`config.mk`:
```
export PLATFORM = sky130hd
export DESIGN_NAME = axi_read_master
export DESIGN_NICKNAME = d
export VERILOG_FILES = /design/src/rtl/axi_read_master.sv
export SDC_FILE = /design/constraint.sdc
export NUM_CORES = 1
export LEC_CHECK = 0
export CORE_ASPECT_RATIO = 0.9
export CORE_MARGIN = 4
export CORE_UTILIZATION = 53
export DETAILED_ROUTE_END_ITERATION = 12
export PLACE_DENSITY = 0.95
export SLEW_MARGIN = 0
export SYNTH_ARGS = -nofsm -noshare
export SYNTH_HDL_FRONTEND = slang
export SYNTH_SLANG_ARGS = --single-unit
```
`constraint.sdc`:
```
create_clock -name clk -period 12.1 [get_ports clk]
set_clock_uncertainty 0.15 [all_clocks]
set_input_delay 2.42 -clock clk [delete_from_list [all_inputs] [get_ports clk]]
set_output_delay 2.42 -clock clk [all_outputs]
set_load 0.01 [all_outputs]
```
`src/rtl/axi_read_master.sv`:
```
// AXI4 read initiator: splits a (byte address, beat count) command into INCR
// bursts (max length and 4 KB page limited) and streams R data out unbuffered.
module axi_read_master #(
  parameter int DATA_WIDTH    = 32,
  parameter int ADDR_WIDTH    = 16,
  parameter int STRB_WIDTH    = DATA_WIDTH / 8,
  parameter int ID_WIDTH      = 8,
  parameter int ARID          = 0,
  parameter int MAX_BURST_LEN = 16,
  parameter int LEN_WIDTH     = 16
) (
  input  logic                  clk,
  input  logic                  rst_n,
  input  logic [ADDR_WIDTH-1:0] cmd_addr,
  input  logic [LEN_WIDTH-1:0]  cmd_beats,
  input  logic                  cmd_valid,
  output logic                  cmd_ready,
  output logic [ID_WIDTH-1:0]   m_axi_arid,
  output logic [ADDR_WIDTH-1:0] m_axi_araddr,
  output logic [7:0]            m_axi_arlen,
  output logic [2:0]            m_axi_arsize,
  output logic [1:0]            m_axi_arburst,
  output logic                  m_axi_arlock,
  output logic [3:0]            m_axi_arcache,
  output logic [2:0]            m_axi_arprot,
  output logic                  m_axi_arvalid,
  input  logic                  m_axi_arready,
  input  logic [ID_WIDTH-1:0]   m_axi_rid,
  input  logic [DATA_WIDTH-1:0] m_axi_rdata,
  input  logic [1:0]            m_axi_rresp,
  input  logic                  m_axi_rlast,
  input  logic                  m_axi_rvalid,
  output logic                  m_axi_rready,
  output logic [DATA_WIDTH-1:0] out_data,
  output logic                  out_valid,
  input  logic                  out_ready,
  output logic                  out_last,
  output logic                  busy,
  output logic                  done,
  output logic                  err
);

  localparam int SZ = $clog2(STRB_WIDTH);
  localparam int BW = (LEN_WIDTH > 13) ? LEN_WIDTH + 1 : 14;
  localparam logic [ADDR_WIDTH-1:0] ALIGN_MASK = ~ADDR_WIDTH'(STRB_WIDTH - 1);
  localparam logic [ADDR_WIDTH-1:0] STEP       = ADDR_WIDTH'(STRB_WIDTH);

  typedef enum logic [1:0] {IDLE, ADDR, DATA} state_t;

  // Beats in the next burst: limited by what is left, the burst cap and the 4 KB page.
  function automatic logic [8:0] burst_beats(input logic [ADDR_WIDTH-1:0] addr,
                                             input logic [LEN_WIDTH-1:0]  rem);
    logic [BW-1:0] room;
    logic [BW-1:0] cnt;
    room = BW'((13'd4096 - {1'b0, addr[11:0]}) >> SZ);
    cnt  = BW'(rem);
    if (cnt > BW'(MAX_BURST_LEN)) cnt = BW'(MAX_BURST_LEN);
    if (cnt > room) cnt = room;
    return 9'(cnt);
  endfunction

  function automatic logic [7:0] burst_arlen(input logic [ADDR_WIDTH-1:0] addr,
                                             input logic [LEN_WIDTH-1:0]  rem);
    return 8'(burst_beats(addr, rem) - 9'd1);
  endfunction

  state_t                  state_q, state_d;
  logic [ADDR_WIDTH-1:0]   cur_addr_q, cur_addr_d;
  logic [LEN_WIDTH-1:0]    remaining_q, remaining_d;
  logic [8:0]              beat_cnt_q, beat_cnt_d;
  logic                    arvalid_q, arvalid_d;
  logic [ADDR_WIDTH-1:0]   araddr_q, araddr_d;
  logic [7:0]              arlen_q, arlen_d;
  logic                    done_q, done_d;
  logic                    err_q, err_d;

  logic                    rd_hs;
  logic [ADDR_WIDTH-1:0]   cmd_addr_aligned;
  logic [ADDR_WIDTH-1:0]   next_addr;
  logic                    unused_rid;

  assign cmd_addr_aligned = cmd_addr & ALIGN_MASK;
  assign next_addr        = cur_addr_q + STEP;
  assign unused_rid       = ^m_axi_rid;

  // R channel is a straight wire-through while a burst is in flight.
  assign m_axi_rready = (state_q == DATA) && out_ready;
  assign out_valid    = (state_q == DATA) && m_axi_rvalid;
  assign out_data     = m_axi_rdata;
  assign out_last     = out_valid && (remaining_q == LEN_WIDTH'(1));
  assign rd_hs        = out_valid && out_ready;

  assign cmd_ready     = (state_q == IDLE);
  assign busy          = (state_q != IDLE);
  assign done          = done_q;
  assign err           = err_q;

  assign m_axi_arid    = ID_WIDTH'(ARID);
  assign m_axi_araddr  = araddr_q;
  assign m_axi_arlen   = arlen_q;
  assign m_axi_arsize  = 3'(SZ);
  assign m_axi_arburst = 2'b01;
  assign m_axi_arlock  = 1'b0;
  assign m_axi_arcache = 4'b0011;
  assign m_axi_arprot  = 3'b000;
  assign m_axi_arvalid = arvalid_q;

  always_ff @(posedge clk or negedge rst_n) begin
    if (!rst_n) begin
      state_q     <= IDLE;
      cur_addr_q  <= '0;
      remaining_q <= '0;
      beat_cnt_q  <= '0;
      arvalid_q   <= 1'b0;
      araddr_q    <= '0;
      arlen_q     <= '0;
      done_q      <= 1'b0;
      err_q       <= 1'b0;
    end else begin
      state_q     <= state_d;
      cur_addr_q  <= cur_addr_d;
      remaining_q <= remaining_d;
      beat_cnt_q  <= beat_cnt_d;
      arvalid_q   <= arvalid_d;
      araddr_q    <= araddr_d;
      arlen_q     <= arlen_d;
      done_q      <= done_d;
      err_q       <= err_d;
    end
  end

  always_comb begin
    state_d     = state_q;
    cur_addr_d  = cur_addr_q;
    remaining_d = remaining_q;
    beat_cnt_d  = beat_cnt_q;
    arvalid_d   = arvalid_q;
    araddr_d    = araddr_q;
    arlen_d     = arlen_q;
    done_d      = 1'b0;
    err_d       = err_q;

    case (state_q)
      IDLE: begin
        if (cmd_valid) begin
          err_d = 1'b0;
          if (cmd_beats == '0) begin
            done_d = 1'b1;
          end else begin
            cur_addr_d  = cmd_addr_aligned;
            remaining_d = cmd_beats;
            arvalid_d   = 1'b1;
            araddr_d    = cmd_addr_aligned;
            arlen_d     = burst_arlen(cmd_addr_aligned, cmd_beats);
            state_d     = ADDR;
          end
        end
      end

      ADDR: begin
        if (m_axi_arready) begin
          arvalid_d  = 1'b0;
          beat_cnt_d = {1'b0, arlen_q} + 9'd1;
          state_d    = DATA;
        end
      end

      DATA: begin
        if (rd_hs) begin
          remaining_d = remaining_q - LEN_WIDTH'(1);
          beat_cnt_d  = beat_cnt_q - 9'd1;
          cur_addr_d  = next_addr;
          // Burst length is tracked locally; rlast is only cross-checked.
          if ((m_axi_rresp != 2'b00) || (m_axi_rlast != (beat_cnt_q == 9'd1))) begin
            err_d = 1'b1;
          end
          if (beat_cnt_q == 9'd1) begin
            if (remaining_q == LEN_WIDTH'(1)) begin
              done_d  = 1'b1;
              state_d = IDLE;
            end else begin
              arvalid_d = 1'b1;
              araddr_d  = next_addr;
              arlen_d   = burst_arlen(next_addr, remaining_q - LEN_WIDTH'(1));
              state_d   = ADDR;
            end
          end
        end
      end

      default: state_d = IDLE;
    endcase
  end

endmodule

```
# After elaboration in Yosys (flattened, before gate mapping)
# Index checks and enable logic that the tools add are counted.
[totals] inputBits=81 regBits=70 elab_cells=114 output_inout_bits=85
[op_classes] eq_ne=12 addsub=8 mux=63 order_cmp=4 reduce_logical=18
[op_table] op="$mux 16" n=11
[op_table] op="$mux 17" n=7
[op_table] op="$mux 8" n=14
[op_table] op="$pmux 16 s2" n=3
[op_table] op="$gt 17x15->1" n=2
[op_table] op="$gt 16x5->1 const B" n=2
[op_table] op="$sub 13x12->14 const A" n=2
[op_table] op="$mux 9" n=2
[op_table] op="$pmux 9 s2" n=1
[op_table] op="$add 16x3->16 const B" n=1
[op_table] op="$eq 16x1->1 const B" n=1
[op_table] op="$logic_not 16->1" n=1
[op_table] op="$pmux 8 s2" n=1
[op_table] op="$sub 16x1->16 const B" n=1
[op_table] op="$sub 8x1->8 const B" n=2
[op_table] op="$mux 1" n=15
[op_table] op="$mux 2" n=5
[op_table] op="$ne 2x2->1 const B" n=5
[op_table] op="$add 8x1->9 const B" n=1
[op_table] op="$eq 9x1->1 const B" n=1
[op_table] op="$sub 9x1->9 const B" n=1
[op_table] op="$reduce_and 4->1" n=2
[op_table] op="$reduce_bool 2->1" n=4
[op_table] op="$reduce_and 7->1" n=1
[op_table] op="14 further kinds" n=19

# Depth between registers and ports, before layout
[depth] depth_word=18 ltp_mapped=21 ltp_nobuf=19

# Worst setup path after synthesis
# Ideal clock, no wire load.
[synth_timing] kind="in2reg" start="input port cmd_addr[6]" end="register arlen_q[6], in the netlist m_axi_arlen[6]" path_buffers=0 required_time_ns=11.820 setup_ns=0.130 setup_slack_ns=6.149 t_arrival_ns=5.670 cell_stages=16 cell_sequence="or4_1 -> nor4_1 -> xnor2_1 -> inv_1 -> ha_1 -> nand4_1 -> inv_1 -> a211oi_1 -> nor2_1 -> mux2_2 -> o22ai_1 -> ha_1 -> nand2_1 -> nor4_2 -> xor2_1 -> o21ai_1"
[synth_between] elab_chain_cells=10
[synth_lines] element="start, declared" line="14" text="input logic [ADDR_WIDTH-1:0] cmd_addr,"
[synth_lines] element="$sub 13x12->14 *" line="55" text="room = BW'((13'd4096 - {1'b0, addr[11:0]}) >> SZ);"
[synth_lines] element="$gt 17x15->1" line="58" text="if (cnt > room) cnt = room;"
[synth_lines] element="$mux 8 *" line="58"
[synth_lines] element="$mux 8 *" line="147" text="if (cmd_beats == '0) begin"
[synth_lines] element="$mux 8 *" line="145" text="if (cmd_valid) begin"
[synth_lines] element="$mux 8 *" line="143" text="case (state_q)"
[synth_lines] element="$sub 8x1->8 *" line="64" text="return 8'(burst_beats(addr, rem) - 9'd1);"
[synth_lines] element="$mux 8 *" line="147"
[synth_lines] element="$mux 8 *" line="145"
[synth_lines] element="$pmux 8 s2 *" line="143"
[synth_lines] element="end signal, assigned" line="126" text="arlen_q <= arlen_d;"
[synth_lines] element="end, declared" line="73" text="logic [7:0] arlen_q, arlen_d;"
# Mark *: on every way between the ends. The rest lies on a longest branch, timed or not. The select of a mux whose other input is x is not followed.
# A chain may end at the register's enable or synchronous reset.

# Final worst setup path
[layout_timing] start="input port cmd_addr[2]" end="register arlen_q[6], in the netlist m_axi_arlen[6]"
# The elaborated chain is that of the path after synthesis.

==> metrics.md <==
| Metric | Value |
|---|---|
| Register area | 0.00175 mm² |
| # clock sinks | 70 |
| Mapped cell area | 0.00585 mm² |
| Die H | between 100 and 150 µm |
| Gate Count Post-Synth | around 730 |
| Drc violations | 0 |
| CTS tree | built |
| Max-Slew Margin vs Limit | between 20% and 30% |
| Largest net degree at the start of global routing | approximately 70 |
| Design Power | about 1.5 mW |
| R2r endpoint | m_axi_arlen[6] |
| DP Wirelength | 10100 µm |
| Worst-margin pin slew | ~1100 ps |
| Total I/O pin count | ~170 |
| Max-slew violation count | 0 |
| Yosys warns | 0 |
| VDD IR max | 116 µV |
| GP Congestion | roughly 0.95 |
| Core area | about 0.011 mm² |
| Initial Util | around 54% |
| Netlist cell types | 68 |
| Max Cap Viol | 0 |
| Area growth, synth to finish | 12.4% |
| # resized after CTS | 0 |
| DR vias | ~5400 |
| Most common library cell in the layout ignoring fill and taps | nand2_1 |
| Hold-fix buffers at CTS | 0 |
| Avg Cell Area, Syn | ~8.0 µm² |
| CP startpoint | cmd_addr[2] |
| Sequential-to-total area share from yosys stat | between 20 and 30% |
| Layout cells sized above 1 | ~5.3% |
| Top cells by area, synth | dfrtp_1, ha_1, buf_4 |
| H-tree levels | 3 |
| CP Max Fanout | 6 |
| DR iter-0 viols | 451 |
| Post-CTS Setup Repair Bufs | 0 |
| Worst setup EP type | flip-flop |
| Width of the die | between 100 and 150 µm |
| Peak Freq | 148 MHz |
| Finished Cell Area | between 0.006 and 0.007 mm² |
| Placed Area | 0.00630 mm² |
| Fin crit period | 6750 ps |
| Die Area | roughly 0.013 mm² |
| Final hold slack | about 330 ps |
| CTS root buffer | clkbuf_16 |
| Placed Cells | ~870 |
| PortBufs | 70 |
| Setup violations, final | 0 |
| Top-area cell type share of the netlist area | between 20 and 30% |
| CP Class | input port to flip-flop |
| Worst r2r path cells | 19 |
| Fillcell total | between 800 and 900 |
| Hold crit path type | flip-flop to flip-flop |
| Crit path capture | m_axi_arlen[6] |
| Setup TNS | 0 ps |
| Initial antenna violation count | 0 |
| First-pass GRT wire length | about 24000 µm |
| Ys flop type | dfrtp_1 |
| Leading area contributor after synthesis | dfrtp_1 |
| Hold Fails Final Rpt | 0 |
| Status | complete, no violations |
| Avg Vias per Cell | roughly 6 |
| Skew-Pair Late Insertion Delay | approximately 340 ps |
| Crit path launch type | input port |
| Final Non-Filler Cells | around 890 |
| Reg2Reg Launch Point | remaining_q[0] |
| Wire length per cell | ~16 µm |
| GRT Total Usage | between 20% and 30% |
| Cts bufs inserted | 9 |
| Critical path arrival | between 6000 and 7000 ps |
| R2R Setup Slk | between 6000 and 7000 ps |
| First-pass detailed-route iteration total | 5 |
| Post-synth EDFFs | 0 |
| Number of global-route vias before repair | 5101 |
| Multi-input gate area | 0.00356 mm² |
| Clk buf depth | 2 |
| Fin nets | roughly 870 |
| P_leak | approximately 2.7 nW |
| Part of the cycle the worst path needs | a little under three fifths |
| Drt total wl | around 14000 µm |
| Post-synth ARST share | 100% |
| PD cells | between 200 and 250 mW/mm² |
| Number of synthesized register bits | 70 |
| WP data required | roughly 12000 ps |
| Rows | 36 |
| Antenna viol nets, final | 0 |
| RSZ-0062 raised after global routing | no |
| Grt ovf | 0 |
| # diodes | 0 |
| Clk pin slew, worst setup/hold paths | about 60 ps |
| Commonest non-fill, non-tap cells in the layout | nand2_1, nor2_1, dfrtp_1, clkdlybuf4s50_1, o21ai_0 |
report_power, final:
part	switching [mW]	internal (mW)	leakage [nW]	total (mW)
Sequential	0.145	0.340	0.841	0.485
Combinational	0.415	0.332	1.75	0.748
Clock	0.102	0.148	0.137	0.250
cells by family after synthesis:
logic type | after synthesis | synth area share, %
other | 2 | 0.128
DFF | 70 | 29.9
adders and majority gates | 32 | 6.84
muxes | 9 | 1.67
xor gates and xnor gates | 43 | 6.43
AOI/OAI and AO/OA | 187 | 20.8
buffers and inverters | 121 | 11.5
and+or+nand+nor | 267 | 22.7
cells in the mapped netlist, types with 21 or more instances:
cell / instances
o21ai_0: 51
nand3_1: 21
nor3_1: 21
nand2_1: 73
a21oi_1: 42
nor2_1: 72
dfrtp_1: 70
xnor2_1: 24
buf_4: 53
inv_1: 25
ha_1: 32
clkbuf_1: 35
registers in the layout, indices dropped and copies added (netlist names):
name	count
m_axi_araddr	16
beat_cnt_q	9
done	1
cur_addr_q	16
remaining_q	16
state_q	2
m_axi_arvalid	1
m_axi_arlen	8
err	1
how the worst min path moves through the flow:
stage	start	to	cells after the start
floorplan	remaining_q[7]	remaining_q[7]	1
global placement	m_axi_araddr[8]	m_axi_araddr[8]	1
detailed placement	m_axi_araddr[11]	m_axi_araddr[11]	1
CTS	m_axi_araddr[11]	m_axi_araddr[11]	1
global route	m_axi_araddr[11]	m_axi_araddr[11]	1
finish	m_axi_araddr[11]	m_axi_araddr[11]	1
layer usage:
layer,vias up,share of wire [%],track usage (%)
met5,-,0,0
met4,0,2.8,9.18
met3,45,8.7,5.68
met2,264,47,37.3
met1,2466,42,28.3
li1,2579,-,-
critical path, cell delays in order:
cell and delay, ps:
clkdlybuf4s50_1 550, inv_1 180, ha_1 230, inv_1 80, or3_1 320, xnor2_1 300
ha_1 330, a21oi_1 130, o21ai_0 100, a211oi_1 530, nor2_1 230, mux2_2 320
o22ai_1 290, ha_1 260, nand2_1 80, nor4_2 180, xor2_1 190, o21ai_1 70
final cells by class:
type / count / share of cell area, %
clock inverter: 4 / 0.342
inverter: 25 / 1.43
sequential: 70 / 26.6
tap: 133 / 2.53
clock buffer: 11 / 3.84
multi-input combinational: 571 / 54.1
timing repair buffer: 75 / 11.1
per-stage QoR:
step / util [%] / setup slack, ps
floorplan: - / 6150
global placement: 58.3 / 5180
detailed placement: 58.3 / 5050
CTS: 60.8 / 5410
global route: 60.8 / 4980
finish: 60.8 / 5350
(Power assumes the default switching activity.)
